## src/rtl/pc_trace_if.sv

```systemverilog
// Trace drain port of pc_trace_monitor: show-ahead FIFO head with a valid/ready handshake.
interface pc_trace_if;
  logic [31:0] trace_pc;
  logic        trace_vld;
  logic        trace_rdy;

  modport master (output trace_pc, output trace_vld, input trace_rdy);
  modport slave  (input trace_pc, input trace_vld, output trace_rdy);
endinterface

```

## src/rtl/pc_trace_monitor.sv

```systemverilog
// Retirement observer: counts retires/cycles, detects a self-loop halt and buffers retired PCs.
// Optional macro PC_TRACE_DISCONT_ONLY_EN: trace only branch/jump targets (pc != prev_pc+4).
module pc_trace_monitor #(
  parameter  int TRACE_DEPTH = 16,
  parameter  int HALT_REPEAT = 4,
  parameter  int CNT_W       = 32,
  localparam int PTR_W       = $clog2(TRACE_DEPTH),
  localparam int LVL_W       = $clog2(TRACE_DEPTH) + 1
) (
  input  logic             i_clk,
  input  logic             i_reset,
  input  logic [31:0]      i_pc_debug,
  input  logic             i_insn_vld,
  output logic [CNT_W-1:0] o_retire_cnt,
  output logic [CNT_W-1:0] o_cycle_cnt,
  output logic             o_halted,
  pc_trace_if.master       trace_if,
  output logic [LVL_W-1:0] o_trace_level,
  output logic             o_trace_ovf
);

  localparam int REP_W = $clog2(HALT_REPEAT + 1);

  typedef enum logic [1:0] {S_IDLE, S_RUN, S_HALTED} state_t;

  state_t           r_state, w_state_nxt;
  logic [31:0]      r_prev_pc;
  logic [REP_W-1:0] r_rep;
  logic [CNT_W-1:0] r_retire_cnt, r_cycle_cnt;
  logic [31:0]      r_mem [TRACE_DEPTH];
  logic [PTR_W-1:0] r_wr_ptr, r_rd_ptr;
  logic [LVL_W-1:0] r_level;
  logic             r_ovf;

  logic w_active, w_match, w_halt_hit, w_filter;
  logic w_push_req, w_push, w_pop, w_full;

  assign w_active   = (r_state != S_HALTED);
  assign w_match    = (i_pc_debug == r_prev_pc);
  // >= rather than == so a match already counted in IDLE cannot skip past the threshold
  assign w_halt_hit = i_insn_vld && w_match && ((32'(r_rep) + 32'd1) >= 32'(HALT_REPEAT - 1));

`ifdef PC_TRACE_DISCONT_ONLY_EN
  logic r_seen;
  assign w_filter = !r_seen || (i_pc_debug != r_prev_pc + 32'd4);

  always_ff @(posedge i_clk or negedge i_reset) begin
    if (!i_reset)                    r_seen <= 1'b0;
    else if (i_insn_vld && w_active) r_seen <= 1'b1;
  end
`else
  assign w_filter = 1'b1;
`endif

  // NOTE: state register is pure flops with <=; all next-state decoding lives in always_comb
  // with its default assigned first so no latch can be inferred.
  always_ff @(posedge i_clk or negedge i_reset) begin
    if (!i_reset) r_state <= S_IDLE;
    else          r_state <= w_state_nxt;
  end

  always_comb begin
    w_state_nxt = r_state;
    case (r_state)
      S_IDLE:   if (i_insn_vld) w_state_nxt = S_RUN;
      S_RUN:    if (w_halt_hit) w_state_nxt = S_HALTED;
      S_HALTED: w_state_nxt = S_HALTED;
      default:  w_state_nxt = S_IDLE;
    endcase
  end

  always_ff @(posedge i_clk or negedge i_reset) begin
    if (!i_reset) begin
      r_prev_pc    <= '0;
      r_rep        <= '0;
      r_retire_cnt <= '0;
      r_cycle_cnt  <= '0;
    end else begin
      if (i_insn_vld && w_active) begin
        r_prev_pc <= i_pc_debug;
        r_rep     <= w_match ? r_rep + 1'b1 : '0;
        if (r_retire_cnt != '1) r_retire_cnt <= r_retire_cnt + 1'b1;
      end
      if ((r_state == S_RUN || (r_state == S_IDLE && i_insn_vld)) && r_cycle_cnt != '1)
        r_cycle_cnt <= r_cycle_cnt + 1'b1;
    end
  end

  assign w_full     = (r_level == LVL_W'(TRACE_DEPTH));
  assign w_push_req = i_insn_vld && w_active && w_filter;
  assign w_pop      = (r_level != '0) && trace_if.trace_rdy;
  assign w_push     = w_push_req && (!w_full || w_pop);

  // NOTE: the storage array has no reset; validity is carried entirely by r_level and the pointers.
  always_ff @(posedge i_clk) begin
    if (w_push) r_mem[r_wr_ptr] <= i_pc_debug;
  end

  always_ff @(posedge i_clk or negedge i_reset) begin
    if (!i_reset) begin
      r_wr_ptr <= '0;
      r_rd_ptr <= '0;
      r_level  <= '0;
      r_ovf    <= 1'b0;
    end else begin
      if (w_push) r_wr_ptr <= r_wr_ptr + 1'b1;
      if (w_pop)  r_rd_ptr <= r_rd_ptr + 1'b1;
      if (w_push && !w_pop)      r_level <= r_level + 1'b1;
      else if (!w_push && w_pop) r_level <= r_level - 1'b1;
      if (w_push_req && w_full && !w_pop) r_ovf <= 1'b1;
    end
  end

  assign o_retire_cnt       = r_retire_cnt;
  assign o_cycle_cnt        = r_cycle_cnt;
  assign o_halted           = (r_state == S_HALTED);
  assign o_trace_level      = r_level;
  assign o_trace_ovf        = r_ovf;
  assign trace_if.trace_vld = (r_level != '0);
  assign trace_if.trace_pc  = (r_level != '0) ? r_mem[r_rd_ptr] : '0;

endmodule

```

## src/flat_wrapper.sv

```systemverilog
// flat-port wrapper written by rule: the top's interface ports become plain ports
module pc_trace_monitor_flat 
#(
  parameter  int TRACE_DEPTH = 16,
  parameter  int HALT_REPEAT = 4,
  parameter  int CNT_W       = 32,
  localparam int PTR_W       = $clog2(TRACE_DEPTH),
  localparam int LVL_W       = $clog2(TRACE_DEPTH) + 1
)
  (i_clk, i_reset, i_pc_debug, i_insn_vld, o_retire_cnt, o_cycle_cnt, o_halted, o_trace_level, o_trace_ovf, trace_if_trace_pc, trace_if_trace_vld, trace_if_trace_rdy);
  pc_trace_if trace_if_i ();
  input  logic i_clk;
  input  logic i_reset;
  input  logic [31:0] i_pc_debug;
  input  logic i_insn_vld;
  output logic [CNT_W-1:0] o_retire_cnt;
  output logic [CNT_W-1:0] o_cycle_cnt;
  output logic o_halted;
  output logic [LVL_W-1:0] o_trace_level;
  output logic o_trace_ovf;
  output wire logic [$bits(trace_if_i.trace_pc)-1:0] trace_if_trace_pc;
  output wire logic [$bits(trace_if_i.trace_vld)-1:0] trace_if_trace_vld;
  input wire logic [$bits(trace_if_i.trace_rdy)-1:0] trace_if_trace_rdy;
  assign trace_if_trace_pc = trace_if_i.trace_pc;
  assign trace_if_trace_vld = trace_if_i.trace_vld;
  assign trace_if_i.trace_rdy = trace_if_trace_rdy;
  pc_trace_monitor #(.TRACE_DEPTH(TRACE_DEPTH), .HALT_REPEAT(HALT_REPEAT), .CNT_W(CNT_W)) u_core (.i_clk(i_clk), .i_reset(i_reset), .i_pc_debug(i_pc_debug), .i_insn_vld(i_insn_vld), .o_retire_cnt(o_retire_cnt), .o_cycle_cnt(o_cycle_cnt), .o_halted(o_halted), .trace_if(trace_if_i), .o_trace_level(o_trace_level), .o_trace_ovf(o_trace_ovf));
endmodule
```

## config.mk

```make
export PLATFORM = sky130hd
export DESIGN_NAME = pc_trace_monitor_flat
export DESIGN_NICKNAME = d
export VERILOG_FILES = /design/src/rtl/pc_trace_if.sv /design/src/rtl/pc_trace_monitor.sv /design/src/flat_wrapper.sv
export SDC_FILE = /design/constraint.sdc
export NUM_CORES = 1
export LEC_CHECK = 0
export ABC_AREA = 1
export CORE_MARGIN = 1
export CORE_UTILIZATION = 45
export DETAILED_ROUTE_END_ITERATION = 16
export SETUP_SLACK_MARGIN = 0.02
export SKIP_CTS_REPAIR_TIMING = 1
export SYNTH_ARGS = -nofsm -noshare
export SYNTH_HDL_FRONTEND = slang
export SYNTH_SLANG_ARGS = --single-unit
```

## constraint.sdc

```tcl
create_clock -name i_clk -period 4.17 [get_ports i_clk]
set_clock_uncertainty 0.05 [all_clocks]
set_input_delay 0.6255 -clock i_clk [delete_from_list [all_inputs] [get_ports i_clk]]
set_output_delay 0.6255 -clock i_clk [all_outputs]
set_load 0.02 [all_outputs]
```

* Word-level counts from Yosys, hierarchy flattened
Memory sizes are Yosys's and may differ from the RTL's.
Cells that the tools add are included.
** Word-level totals
- Bits in registers :: 115
- RAM bits :: 512
- Input port bits :: 36
- Output and inout bits :: 104
- Logic and storage cells :: 58
- Memories kept :: 1
** Operators by class
- Add/subtract/negate cells :: 8
- Order comparisons :: 1
- Equality and inequality tests :: 9
- Mux-type cells :: 9
- Reductions and logical operators :: 21
** Memories
- u_core.r_mem :: words 16, bits a word 32, read ports 1, clocked after Yosys merged registers in 0, write ports 1, line pc_trace_monitor.sv:30 : logic [31:0] r_mem [TRACE_DEPTH];
** Operator list (number)
- adder 32 x 1 -> 32 bit (second input constant) :: 2
- != test 32 bit (second input constant) :: 2
- == test 32 bit :: 1
- greater-or-equal comparator 32 x 2 -> 1 bit (second input constant) :: 1
- two-way mux 32 bit :: 1
- logical AND 1 bit :: 11
- two-way mux 5 bit :: 2
- adder 4 x 1 -> 4 bit (second input constant) :: 2
- case mux 2 bit (3 select lines) :: 1
- adder 5 x 1 -> 5 bit (second input constant) :: 1
- == test 5 bit (second input constant) :: 1
- nonzero test 5 bit :: 1
- subtractor 5 x 1 -> 5 bit (second input constant) :: 1
- adder 3 x 1 -> 4 bit (second input constant) :: 1
- two-way mux 2 bit :: 2
- != test 2 bit (second input constant) :: 2
- AND reduction 2 bit :: 2
- adder 3 x 1 -> 3 bit (second input constant) :: 1
- logical NOT 1 bit :: 3
- two-way mux 3 bit :: 1
- == test 2 x 1 -> 1 bit (second input constant) :: 1
- == test 2 bit (second input constant) :: 1
- logical NOT 2 bit :: 1
- logical OR 1 bit :: 2
- 3 further kinds :: 4

* Logic depth before layout (Yosys ltp)
Gate-level depths: netlist of the first run.
- Depth in word-level cells :: 8
- Gate-level depth with buffers :: 16
- Mapped depth without buffers :: 15

* Worst setup path after synthesis of the first run
OpenSTA, ideal clock, no wires.
- Path kind :: register to register
- Start point :: register u_core.r_state[0]
- End point :: memory u_core.r_mem[11][0], enable pin
- Library setup time :: 0.421 ns
- Arrival :: 2.896 ns
- Required time :: 3.699 ns
- Setup slack :: 0.802 ns
- Stages on the path, launching flop included :: 9
- Path buffers :: 1
- Period minus slack after synthesis :: 3.368 ns
- Cells stage by stage :: dfrtp_1 inv_1 ha_1 nor2_1 buf_4 inv_2 nor2_2 nand2_1 nor2_1
** On the way
- Cells in the longest elaborated chain, start to end :: 5
** RTL lines
- start, declared :: line pc_trace_monitor.sv:26 : state_t r_state, w_state_nxt;
- start signal, assigned :: line pc_trace_monitor.sv:59 : else r_state <= w_state_nxt;
- != test 2 bit :: line pc_trace_monitor.sv:38 : assign w_active = (r_state != S_HALTED);
- logical AND 1 bit :: line pc_trace_monitor.sv:90 : assign w_push_req = i_insn_vld && w_active && w_filter;
- logical AND 1 bit :: line pc_trace_monitor.sv:92 : assign w_push = w_push_req && (!w_full || w_pop);
- named net u_core.w_push :: line pc_trace_monitor.sv:36 : logic w_push_req, w_push, w_pop, w_full;
- two-way mux 1 bit :: line pc_trace_monitor.sv:96 : if (w_push) r_mem[r_wr_ptr] <= i_pc_debug;
- two-way mux 1 bit (not written as such) :: line pc_trace_monitor.sv:96
- end, declared :: line pc_trace_monitor.sv:30
The timed path passes the listed nets, and every way through them passes these cells.

* Worst setup path after layout of the first run
- Start point :: register u_core.r_rd_ptr[0]
- End point :: output port trace_if_trace_pc[24]
** On the way
- Cells in the longest elaborated chain, start to end :: 2
** RTL lines
- start, declared :: line pc_trace_monitor.sv:31 : logic [PTR_W-1:0] r_wr_ptr, r_rd_ptr;
- start signal, assigned :: line pc_trace_monitor.sv:107 : if (w_pop) r_rd_ptr <= r_rd_ptr + 1'b1;
- memory read (16 x 32 bit)
- two-way mux 32 bit :: line pc_trace_monitor.sv:120 : assign trace_if.trace_pc = (r_level != '0) ? r_mem[r_rd_ptr] : '0;
- end, declared :: line flat_wrapper.sv:21 : output wire logic [$bits(trace_if_i.trace_pc)-1:0] trace_if_trace_pc;
Every way passes these cells.

==> results.json, run 1 <==
{
  "dp.cells": 3178,
  "cpMostUsedCell": "buf_4",
  "fin_ws_ps": 230,
  "relSlewSlack_pct": 43.0,
  "critPathKind": "flop to primary output",
  "cts-htree-levels": 3,
  "first_pass_iters": 5,
  "grt_pass1_vias": 18400,
  "tritoncts": "built",
  "syn_area_sq_mm": 0.0269,
  "critical-path-max-stage-delay_ps": 640,
  "num-fill-cells": 5079,
  "netSwitchingFraction_pct": 35.5,
  "rsz0062_at_grt": "false",
  "end_kind": "primary output",
  "status": "complete, no violations",
  "fmax_mhz": 254,
  "slew_viol_final": 0,
  "reg2reg_from": "u_core.o_trace_level[1]$_DFFE_PN0P_",
  "fin_tns_setup_ps": 0,
  "p_total_uw": 21400,
  "pwr-share-comb_pct": 34.0,
  "fp-row-count": 89,
  "cap_violations": 0,
  "p_leak_uw": 0.0114,
  "die_h_um": 246,
  "critPathTopFamily": "buffers and inverters",
  "async_flop_share_pct": 18.3,
  "synth_seq_cells": 627,
  "startpoint_type": "flop",
  "ios": 140,
  "globalplace.congestion": 0.862,
  "p_per_area_mw_per_mm2": 675,
  "cts-root-buf": "clkbuf_16",
  "yosys.cell_types.count": 35,
  "tightest_slew_ps": 855,
  "dp_slack_ps": 699,
  "final_hold_viol_count": 0,
  "worstPathCellList": "inv_8, buf_4, buf_4, nor2_1, o221ai_1, nand3_1, a21oi_1, clkdlybuf4s50_1",
  "gr-total-overflow": 0,
  "drtIter0Drc": 1421,
  "clock_latency_ps": 600,
  "ys_seq_area_share_pct": 68.0,
  "r2r_setup_slack_ps": 1350,
  "synthCells": 2324,
  "place_hpwl_um": 41000,
  "via_per_inst": 5.56,
  "worstPathMaxFanout": 62,
  "startpoint": "u_core.r_rd_ptr[0]$_DFFE_PN0N_",
  "holdCritPathClass": "primary input to asynchronous set/reset pin",
  "cp.arrival_ps": 3260,
  "synth_nets": 2378,
  "p_switching_uw": 7610,
  "ys.flop_type": "edfxtp_1",
  "clkSinkCount": 627,
  "coreArea_sq_mm": 0.0590,
  "ant_nets": 0,
  "p_clk_share_pct": 28.8,
  "p_int_uw": 13800,
  "clockBufferDepth": 3,
  "yosys_warnings": 0,
  "clk_pin_slew_ps": 60,
  "timing.hold.ws_ps": 55.8,
  "area_growth_pct": 18.2,
  "die-width_um": 246,
  "wl_per_cell_um": 21.7,
  "grt_pass1_wl_um": 109000,
  "cp.depth": 8,
  "peakVddDrop_uv": 424,
  "setup_violations": 0,
  "initial_core_util_pct": 45.5,
  "numCtsBuffers": 69,
  "nNetsFinal": 2531,
  "syn_avg_cell_area_sq_um": 11.6,
  "final_cells": 3308,
  "reg2reg_depth": 14,
  "slowest_stage": "clkdlybuf4s50_1",
  "antenna_found_initial": 3,
  "finalWirelength_um": 71700,
  "worst_ep_required_time_ps": 3490,
  "vias": 18400,
  "drive_gt1_share_pct": 8.80,
  "drcViolationCount": 0,
  "min_period_ps": 3940,
  "seqPwrFrac_pct": 37.2,
  "synth-edff-count": 512,
  "min_period_over_period_pct": 94.5,
  "grt_max_degree": 136,
  "dieArea_sq_mm": 0.0607,
  "critPathBufInv": 4,
  "numPortBuffers": 139,
  "grt_usage_pct": 23.8
}
routing by layer:
| layer | routed length (um) | global-route usage, % | up-vias |
|---|---|---|---|
| met1 | 31500 | 32.6 | 9093 |
| met2 | 33600 | 37.9 | 624 |
| li1 | - | - | 8536 |
| met4 | 2090 | 9.08 | 2 |
| met5 | 12 | 0 | - |
| met3 | 4550 | 4.03 | 124 |
registers in the layout, indices dropped and copies added, names as in the netlist:
| register | count |
|---|---|
| u_core.r_mem | 512 |
| u_core.o_trace_level | 5 |
| u_core.o_retire_cnt | 32 |
| u_core.r_wr_ptr | 4 |
| u_core.o_trace_ovf | 1 |
| u_core.r_rep | 3 |
| u_core.r_rd_ptr | 4 |
| u_core.r_prev_pc | 32 |
| u_core.o_cycle_cnt | 32 |
| u_core.r_state | 2 |
power groups by stage:
stage,Clock [uW],Sequential (uW),Combinational (uW)
2_1_floorplan,0,8050,4500
3_3_place_gp,0,8080,7100
3_5_place_dp,0,8100,7240
4_1_cts,6300,7980,7280
5_1_grt,6510,8030,7980
6_report,6180,7960,7280
area by class of cell:
class                      count  area, sq um  share of cell area (%)
multi-input combinational   1472         7750                    24.4
sequential                   627        18300                    57.5
clock inverter                39          373                    1.17
inverter                      99          379                    1.19
tap                          773          967                    3.05
clock buffer                  88         1940                    6.12
timing repair buffer         208         2070                    6.53
antenna                        2         5.00                  0.0158
synth_stat cells (all sizes together), types with 14 or more instances:
library cell  number  area (sq um)
a21oi             94           470
a32oi             14           123
buf               65           388
clkbuf            61           230
dfrtp            115          2880
edfxtp           512         15400
ha                17           213
inv               99           372
nand2            480          1810
nand3             74           375
nor2             307          1170
nor3              33           196
o21ai            150           751
o21bai           100           751
o221ai           100           876
xnor2             39           342
xor2              47           412
stage by stage:
step | instance area [sq um] | util (%)
after floorplan | 26900 | -
after global placement | 29400 | 49.8
after detailed placement | 29400 | 49.8
after CTS | 31700 | 53.8
after global routing | 31800 | 53.8
final | 31800 | 53.8
path summary, 6_finish.rpt:
path,endpoint
setup reg to reg,u_core.o_trace_level[4]$_DFFE_PN0P_
max in group asynchronous,u_core.r_rd_ptr[0]$_DFFE_PN0N_
min in group i_clk,u_core.r_prev_pc[31]$_DFFE_PN0P_
hold reg to reg,u_core.r_prev_pc[31]$_DFFE_PN0P_
hold / removal,u_core.o_cycle_cnt[9]$_DFFE_PN0P_
setup / recovery,trace_if_trace_pc[24]
kinds of logic after synthesis:
family	after synthesis	share of synthesized area [%]
mux	1	0.0419
fa+ha+maj	18	0.866
flops	627	68.0
simple gates	908	13.6
compound gates	459	11.1
xor+xnor	86	2.80
buf+inv	225	3.68
cell usage in the layout (no fill, tap or decap), types with 19 or more instances in the layout:
cell type,n
edfxtp_1,512
nand2_1,476
nor2_1,284
o21ai_0,139
clkdlybuf4s50_1,138
dfrtp_1,112
o21bai_1,100
o221ai_1,100
a21oi_1,94
inv_1,90
nand3_1,73
clkbuf_16,73
buf_4,56
xor2_1,47
xnor2_1,39
nor3_1,28
nor2_4,19
(Power assumes the default switching activity.)
==> run 2: changes to the inputs <==
--- a/config.mk
+++ b/config.mk
@@ -5,9 +5,9 @@
 export SDC_FILE = /design/constraint.sdc
 export NUM_CORES = 1
 export LEC_CHECK = 0
-export ABC_AREA = 1
 export CORE_MARGIN = 1
 export CORE_UTILIZATION = 45
+export CTS_CLUSTER_DIAMETER = 120
 export DETAILED_ROUTE_END_ITERATION = 16
 export SETUP_SLACK_MARGIN = 0.02
 export SKIP_CTS_REPAIR_TIMING = 1
==> results.json, run 2 <==
{
  "synth-edff-count": 512,
  "finalWirelength_um": 58100,
  "wl_per_cell_um": 24.6,
  "clockBufferDepth": 3,
  "rsz0062_at_grt": "false",
  "ios": 140,
  "async_flop_share_pct": 18.3,
  "nNetsFinal": 1616,
  "drive_gt1_share_pct": 22.6,
  "cp.arrival_ps": 3310,
  "via_per_inst": 5.50,
  "multi_input_comb_area_sq_mm": 0.00674,
  "holdCritPathClass": "primary input to asynchronous set/reset pin",
  "gr-total-overflow": 0,
  "mostFrequentLayoutCells": "edfxtp_1 (512), mux4_2 (160), clkdlybuf4s50_1 (138)",
  "synth_nets": 1388,
  "grt_max_degree": 67,
  "ant_nets": 0,
  "cpMostUsedCell": "mux4_2",
  "grt_usage_pct": 21.1,
  "clkSinkCount": 627,
  "critical-path-max-stage-delay_ps": 610,
  "final_common_cell": "edfxtp_1",
  "vias": 13000,
  "synth_largest_area_cell": "edfxtp_1",
  "end_kind": "primary output",
  "grt_pass1_vias": 13600,
  "setup_violations": 0,
  "yosys_warnings": 0,
  "p_total_uw": 20400,
  "synth_top_cells_by_count": "edfxtp_1 (512), mux4_2 (160), nand2_1 (133), dfrtp_1 (115), xnor2_1 (76)",
  "clk_pin_slew_ps": 60,
  "slowest_stage": "dfrtp_4",
  "min_period_over_period_pct": 95.5,
  "synthCells": 1334,
  "cts-root-buf": "clkbuf_16",
  "worst_ep_required_time_ps": 3490,
  "area_growth_pct": 20.4,
  "dieArea_sq_mm": 0.0569,
  "synth_top_area_share_pct": 61.0,
  "die-width_um": 239,
  "fin_ws_ps": 188,
  "peakVddDrop_uv": 408,
  "fp-row-count": 86,
  "initial_core_util_pct": 45.6,
  "numCtsBuffers": 67,
  "critPathKind": "flop to primary output",
  "cts-htree-levels": 3,
  "tritoncts": "built",
  "min_period_ps": 3980,
  "final_hold_viol_count": 0,
  "grt_pass1_wl_um": 87500,
  "timing.hold.ws_ps": 42.3,
  "relSlewSlack_pct": 47.9,
  "ys.flop_type": "edfxtp_1",
  "regArea_sq_mm": 0.0183,
  "globalplace.congestion": 0.771,
  "numPortBuffers": 139,
  "syn_avg_cell_area_sq_um": 18.9,
  "p_leak_uw": 0.0104,
  "status": "complete, no violations",
  "drtIter0Drc": 1122,
  "drcViolationCount": 0,
  "clock_latency_ps": 580,
  "slew_viol_final": 0,
  "yosys.cell_types.count": 43,
  "place_area_sq_mm": 0.0281,
  "die_h_um": 239,
  "coreArea_sq_mm": 0.0552,
  "largest-register": "u_core.r_mem",
  "startpoint_type": "flop",
  "synth_seq_cells": 627,
  "num-fill-cells": 4256,
  "dp_slack_ps": 668,
  "worstPathMaxFanout": 55,
  "yosysMostFrequentCell": "edfxtp_1",
  "tightest_slew_ps": 779,
  "largest_reg_flops": 512,
  "syn_area_sq_mm": 0.0252,
  "first_pass_iters": 7,
  "n_antenna_cell": 0,
  "place_hpwl_um": 32400,
  "fin_tns_setup_ps": 0,
  "cap_violations": 0,
  "p_per_area_mw_per_mm2": 673,
  "finalInstanceArea_sq_mm": 0.0303,
  "fmax_mhz": 251,
  "worstPathCellList": "buf_12, buf_4, mux4_2, mux4_2, and2_1, clkdlybuf4s50_1",
  "antenna_found_initial": 1,
  "ys_seq_area_share_pct": 72.5,
  "synthTopCellsByArea": "edfxtp_1 (61%), mux4_2 (14%), dfrtp_1 (11%)"
}
[run 2: cell count changes in the layout (fill, tap and decap cells not counted), moves of 16 or more]
cell	delta
a21oi_1	-87
nand2_1	-343
o21ai_0	-132
nand4_1	+17
nor3_1	-16
inv_1	-75
xnor2_1	+37
xor2_1	-23
nor2_1	-262
mux4_2	+160
o21bai_1	-99
o221ai_1	-100
and2_1	+41
nand3_1	-46
[run 2: final timing paths]
check	start	to	slack [ps]	cells past startpoint
setup / recovery	u_core.r_rd_ptr[1]$_DFFE_PN0N_	trace_if_trace_pc[18]	190	6
hold reg to reg	u_core.o_trace_ovf$_DFFE_PN0P_	u_core.o_trace_ovf$_DFFE_PN0P_	430	1
hold / removal	i_reset	u_core.o_trace_level[2]$_DFFE_PN0P_	40	1
setup reg to reg	u_core.o_trace_level[1]$_DFFE_PN0P_	u_core.o_trace_level[4]$_DFFE_PN0P_	1120	11
max in group asynchronous	i_reset	u_core.o_retire_cnt[5]$_DFFE_PN0P_	3220	2
min in group i_clk	u_core.o_trace_ovf$_DFFE_PN0P_	u_core.o_trace_ovf$_DFFE_PN0P_	430	1
[run 2: cell families (layout without fill, tap and decap cells)]
family | count (synthesis) | after routing | synth area share (%)
simple gates | 322 | 322 | 6.37
flops | 627 | 627 | 72.5
fa+ha+maj | 18 | 18 | 0.924
mux | 167 | 167 | 14.6
buf+inv | 69 | 350 | 1.39
compound gates | 31 | 31 | 0.775
xor+xnor | 100 | 100 | 3.48
[run 2: layout make-up]
type                            count  area share, %
Clock buffer                       94           6.51
Clock inverter                     28          0.780
Inverter                           15          0.186
Multi-Input combinational cell    638           22.2
Sequential cell                   627           60.2
Tap cell                          748           3.09
Timing Repair Buffer              213           7.01
[run 2: routing by layer]
metal	track usage (%)	wire [um]	up-vias
met5	0	0	-
met4	4.64	966	0
met3	4.10	2890	73
met2	34.2	28300	328
met1	29.7	25900	6903
li1	-	-	5703
[run 2: critical path: cells and delay by family, from the launching register on]
kind	cells	cell delay, ps
and+or+nand+nor	1	170
buffers and inverters	3	1140
muxes	2	800
DFF	1	610
[run 2: where the power goes]
group	switching [uW]	internal, uW
Sequential	494	7510
Clock	2370	3550
Combinational	3190	3300
[run 2: stage by stage]
stage	cells	util [%]
after global routing	2363	54.9
after floorplan	1334	-
final	2363	54.9
after global placement	2236	50.9
after CTS	2358	54.9
after detailed placement	2236	50.9
==> run 3: changes to the inputs <==
--- a/config.mk
+++ b/config.mk
@@ -6,11 +6,13 @@
 export NUM_CORES = 1
 export LEC_CHECK = 0
 export CORE_MARGIN = 1
-export CORE_UTILIZATION = 45
+export CORE_UTILIZATION = 50
 export CTS_CLUSTER_DIAMETER = 120
 export DETAILED_ROUTE_END_ITERATION = 16
+export PLACE_DENSITY = 0.69
 export SETUP_SLACK_MARGIN = 0.02
 export SKIP_CTS_REPAIR_TIMING = 1
+export SLEW_MARGIN = 40
 export SYNTH_ARGS = -nofsm -noshare
 export SYNTH_HDL_FRONTEND = slang
 export SYNTH_SLANG_ARGS = --single-unit
==> results.json, run 3 (same netlist as run 2, synthesis figures left out) <==
{
  "first_pass_iters": 5,
  "startpoint_type": "flop",
  "numCtsBuffers": 61,
  "hp-start": "u_core.r_prev_pc[28]$_DFFE_PN0P_",
  "area_growth_pct": 19.6,
  "ant_nets": 0,
  "min_period_over_period_pct": 95.8,
  "final_hold_viol_count": 0,
  "dieArea_sq_mm": 0.0513,
  "gr-total-overflow": 0,
  "cp.arrival_ps": 3320,
  "largest_reg_flops": 512,
  "final_core_util_pct": 61.1,
  "numPortBuffers": 139,
  "mostFrequentLayoutCells": "edfxtp_1 (512), mux4_2 (160), clkdlybuf4s50_1 (138)",
  "status": "complete, no violations",
  "end_kind": "primary output",
  "reg2reg_depth": 11,
  "tritoncts": "built",
  "p_leak_uw": 0.0104,
  "die-width_um": 226,
  "worstPathMaxFanout": 39,
  "reg2reg_from": "u_core.o_trace_level[1]$_DFFE_PN0P_",
  "coreArea_sq_mm": 0.0494,
  "final_common_cell": "edfxtp_1",
  "num-fill-cells": 3550,
  "fin_tns_setup_ps": 0,
  "netSwitchingFraction_pct": 29.7,
  "rsz0062_at_grt": "false",
  "r2r-end": "u_core.o_trace_level[4]$_DFFE_PN0P_",
  "seqPwrFrac_pct": 39.6,
  "holdPathStages": 2,
  "pwr-share-comb_pct": 31.9,
  "cts-htree-levels": 2,
  "grt_max_degree": 62,
  "finalWirelength_um": 56500,
  "cpMostUsedCell": "mux4_2",
  "worstPathCellList": "buf_12, mux4_2, mux4_2, and2_1, clkdlybuf4s50_1",
  "vias": 13100,
  "r2r_setup_slack_ps": 1070,
  "clk_pin_slew_ps": 60,
  "drive_gt1_share_pct": 22.1,
  "p_total_uw": 20300,
  "p_int_uw": 14300,
  "setup_violations": 0,
  "drtIter0Drc": 1032,
  "tightest_slew_ps": 725,
  "antenna_found_initial": 0,
  "regArea_sq_mm": 0.0183,
  "grt_pass1_vias": 13700,
  "clockBufferDepth": 3,
  "critical-path-max-stage-delay_ps": 560,
  "nNetsFinal": 1606,
  "via_per_inst": 5.77,
  "slowest_stage": "dfrtp_4",
  "min_to": "u_core.r_prev_pc[28]$_DFFE_PN0P_",
  "drcViolationCount": 0,
  "critPathKind": "flop to primary output",
  "grt_pass1_wl_um": 85200,
  "relSlewSlack_pct": 51.5,
  "p_switching_uw": 6040,
  "cts-root-buf": "clkbuf_16",
  "cap_violations": 0,
  "min_period_ps": 4000,
  "p_clk_share_pct": 28.6,
  "worst_ep_required_time_ps": 3490,
  "slew_viol_final": 0,
  "ios": 140,
  "multi_input_comb_area_sq_mm": 0.00673,
  "place_hpwl_um": 32800,
  "initial_core_util_pct": 51.0,
  "wl_per_cell_um": 24.9,
  "holdCritPathClass": "flop to flop",
  "peakVddDrop_uv": 528,
  "globalplace.congestion": 0.799,
  "clock_latency_ps": 620,
  "clkSinkCount": 627,
  "die_h_um": 226,
  "fmax_mhz": 250,
  "grt_usage_pct": 22.8,
  "largest-register": "u_core.r_mem",
  "p_per_area_mw_per_mm2": 674,
  "fp-row-count": 81
}
==> run 3: changes by cell type in the layout (fill, tap and decap cells not counted), sizes merged <==
cell and delta:
buf -5, clkbuf -23, inv +3, clkinv +4, diode +1, dlygate4sd3 +1
bufinv +9, clkinvlp -2
==> run 3: worst max-delay path by stage <==
| stage | from | end | slack (ps) | cells after the start |
|---|---|---|---|---|
| 2_1_floorplan | u_core.r_state[0]$_DFFE_PN0P_ | u_core.r_mem[7][0]$_DFFE_PP_ | 510 | 7 |
| 3_3_place_gp | u_core.r_rd_ptr[1]$_DFFE_PN0N_ | trace_if_trace_pc[10] | 720 | 5 |
| 3_5_place_dp | u_core.r_rd_ptr[1]$_DFFE_PN0N_ | trace_if_trace_pc[10] | 710 | 5 |
| 4_1_cts | u_core.r_rd_ptr[1]$_DFFE_PN0N_ | trace_if_trace_pc[6] | 30 | 5 |
| 5_1_grt | u_core.r_rd_ptr[0]$_DFFE_PN0N_ | trace_if_trace_pc[29] | 20 | 5 |
| 6_report | u_core.r_rd_ptr[0]$_DFFE_PN0N_ | trace_if_trace_pc[4] | 170 | 5 |
==> run 3: per-layer routing <==
layer	vias to the layer above	GRT usage [%]	share of wire, %
met5	-	0	0
met4	0	5.51	2.0
met3	81	4.91	7.7
met2	471	38.6	51
met1	6844	30.3	39
li1	5683	-	-
==> run 3: cell type report <==
| cell class | instances | area share, % |
|---|---|---|
| multi-input combinational | 638 | 22.3 |
| clock inverter | 42 | 1.79 |
| tap | 664 | 2.76 |
| sequential | 627 | 60.6 |
| antenna | 1 | 0.00830 |
| timing repair buffer | 209 | 7.12 |
| inverter | 15 | 0.187 |
| clock buffer | 71 | 5.19 |
==> run 3: power groups by stage <==
| stage | sequential (uW) | combinational, uW | clock (uW) |
|---|---|---|---|
| 3_5_place_dp | 8180 | 6470 | 0 |
| 3_3_place_gp | 8150 | 6400 | 0 |
| 2_1_floorplan | 8000 | 4230 | 0 |
| 5_1_grt | 8100 | 6920 | 6140 |
| 4_1_cts | 8060 | 6520 | 5890 |
| 6_report | 8030 | 6470 | 5800 |
==> run 3: worst max-delay path, delay by kind of cell (launching register included) <==
| family | cells | cell delay (ps) |
|---|---|---|
| buffers and inverters | 2 | 860 |
| flip-flops | 1 | 560 |
| multiplexers | 2 | 1030 |
| AND/OR/NAND/NOR | 1 | 190 |
==> run 3: through the flow <==
| step | cell area (sq um) | setup slack (ps) | instances | hold slack (ps) |
|---|---|---|---|---|
| 2_1_floorplan | 25200 | 508 | 1334 | 280 |
| 3_3_place_gp | 28000 | 717 | 2151 | 429 |
| 3_5_place_dp | 28000 | 706 | 2151 | 434 |
| 4_1_cts | 30100 | 33.7 | 2264 | 58.9 |
| 5_1_grt | 30100 | 22.5 | 2266 | 466 |
| 6_report | 30100 | 173 | 2267 | 450 |
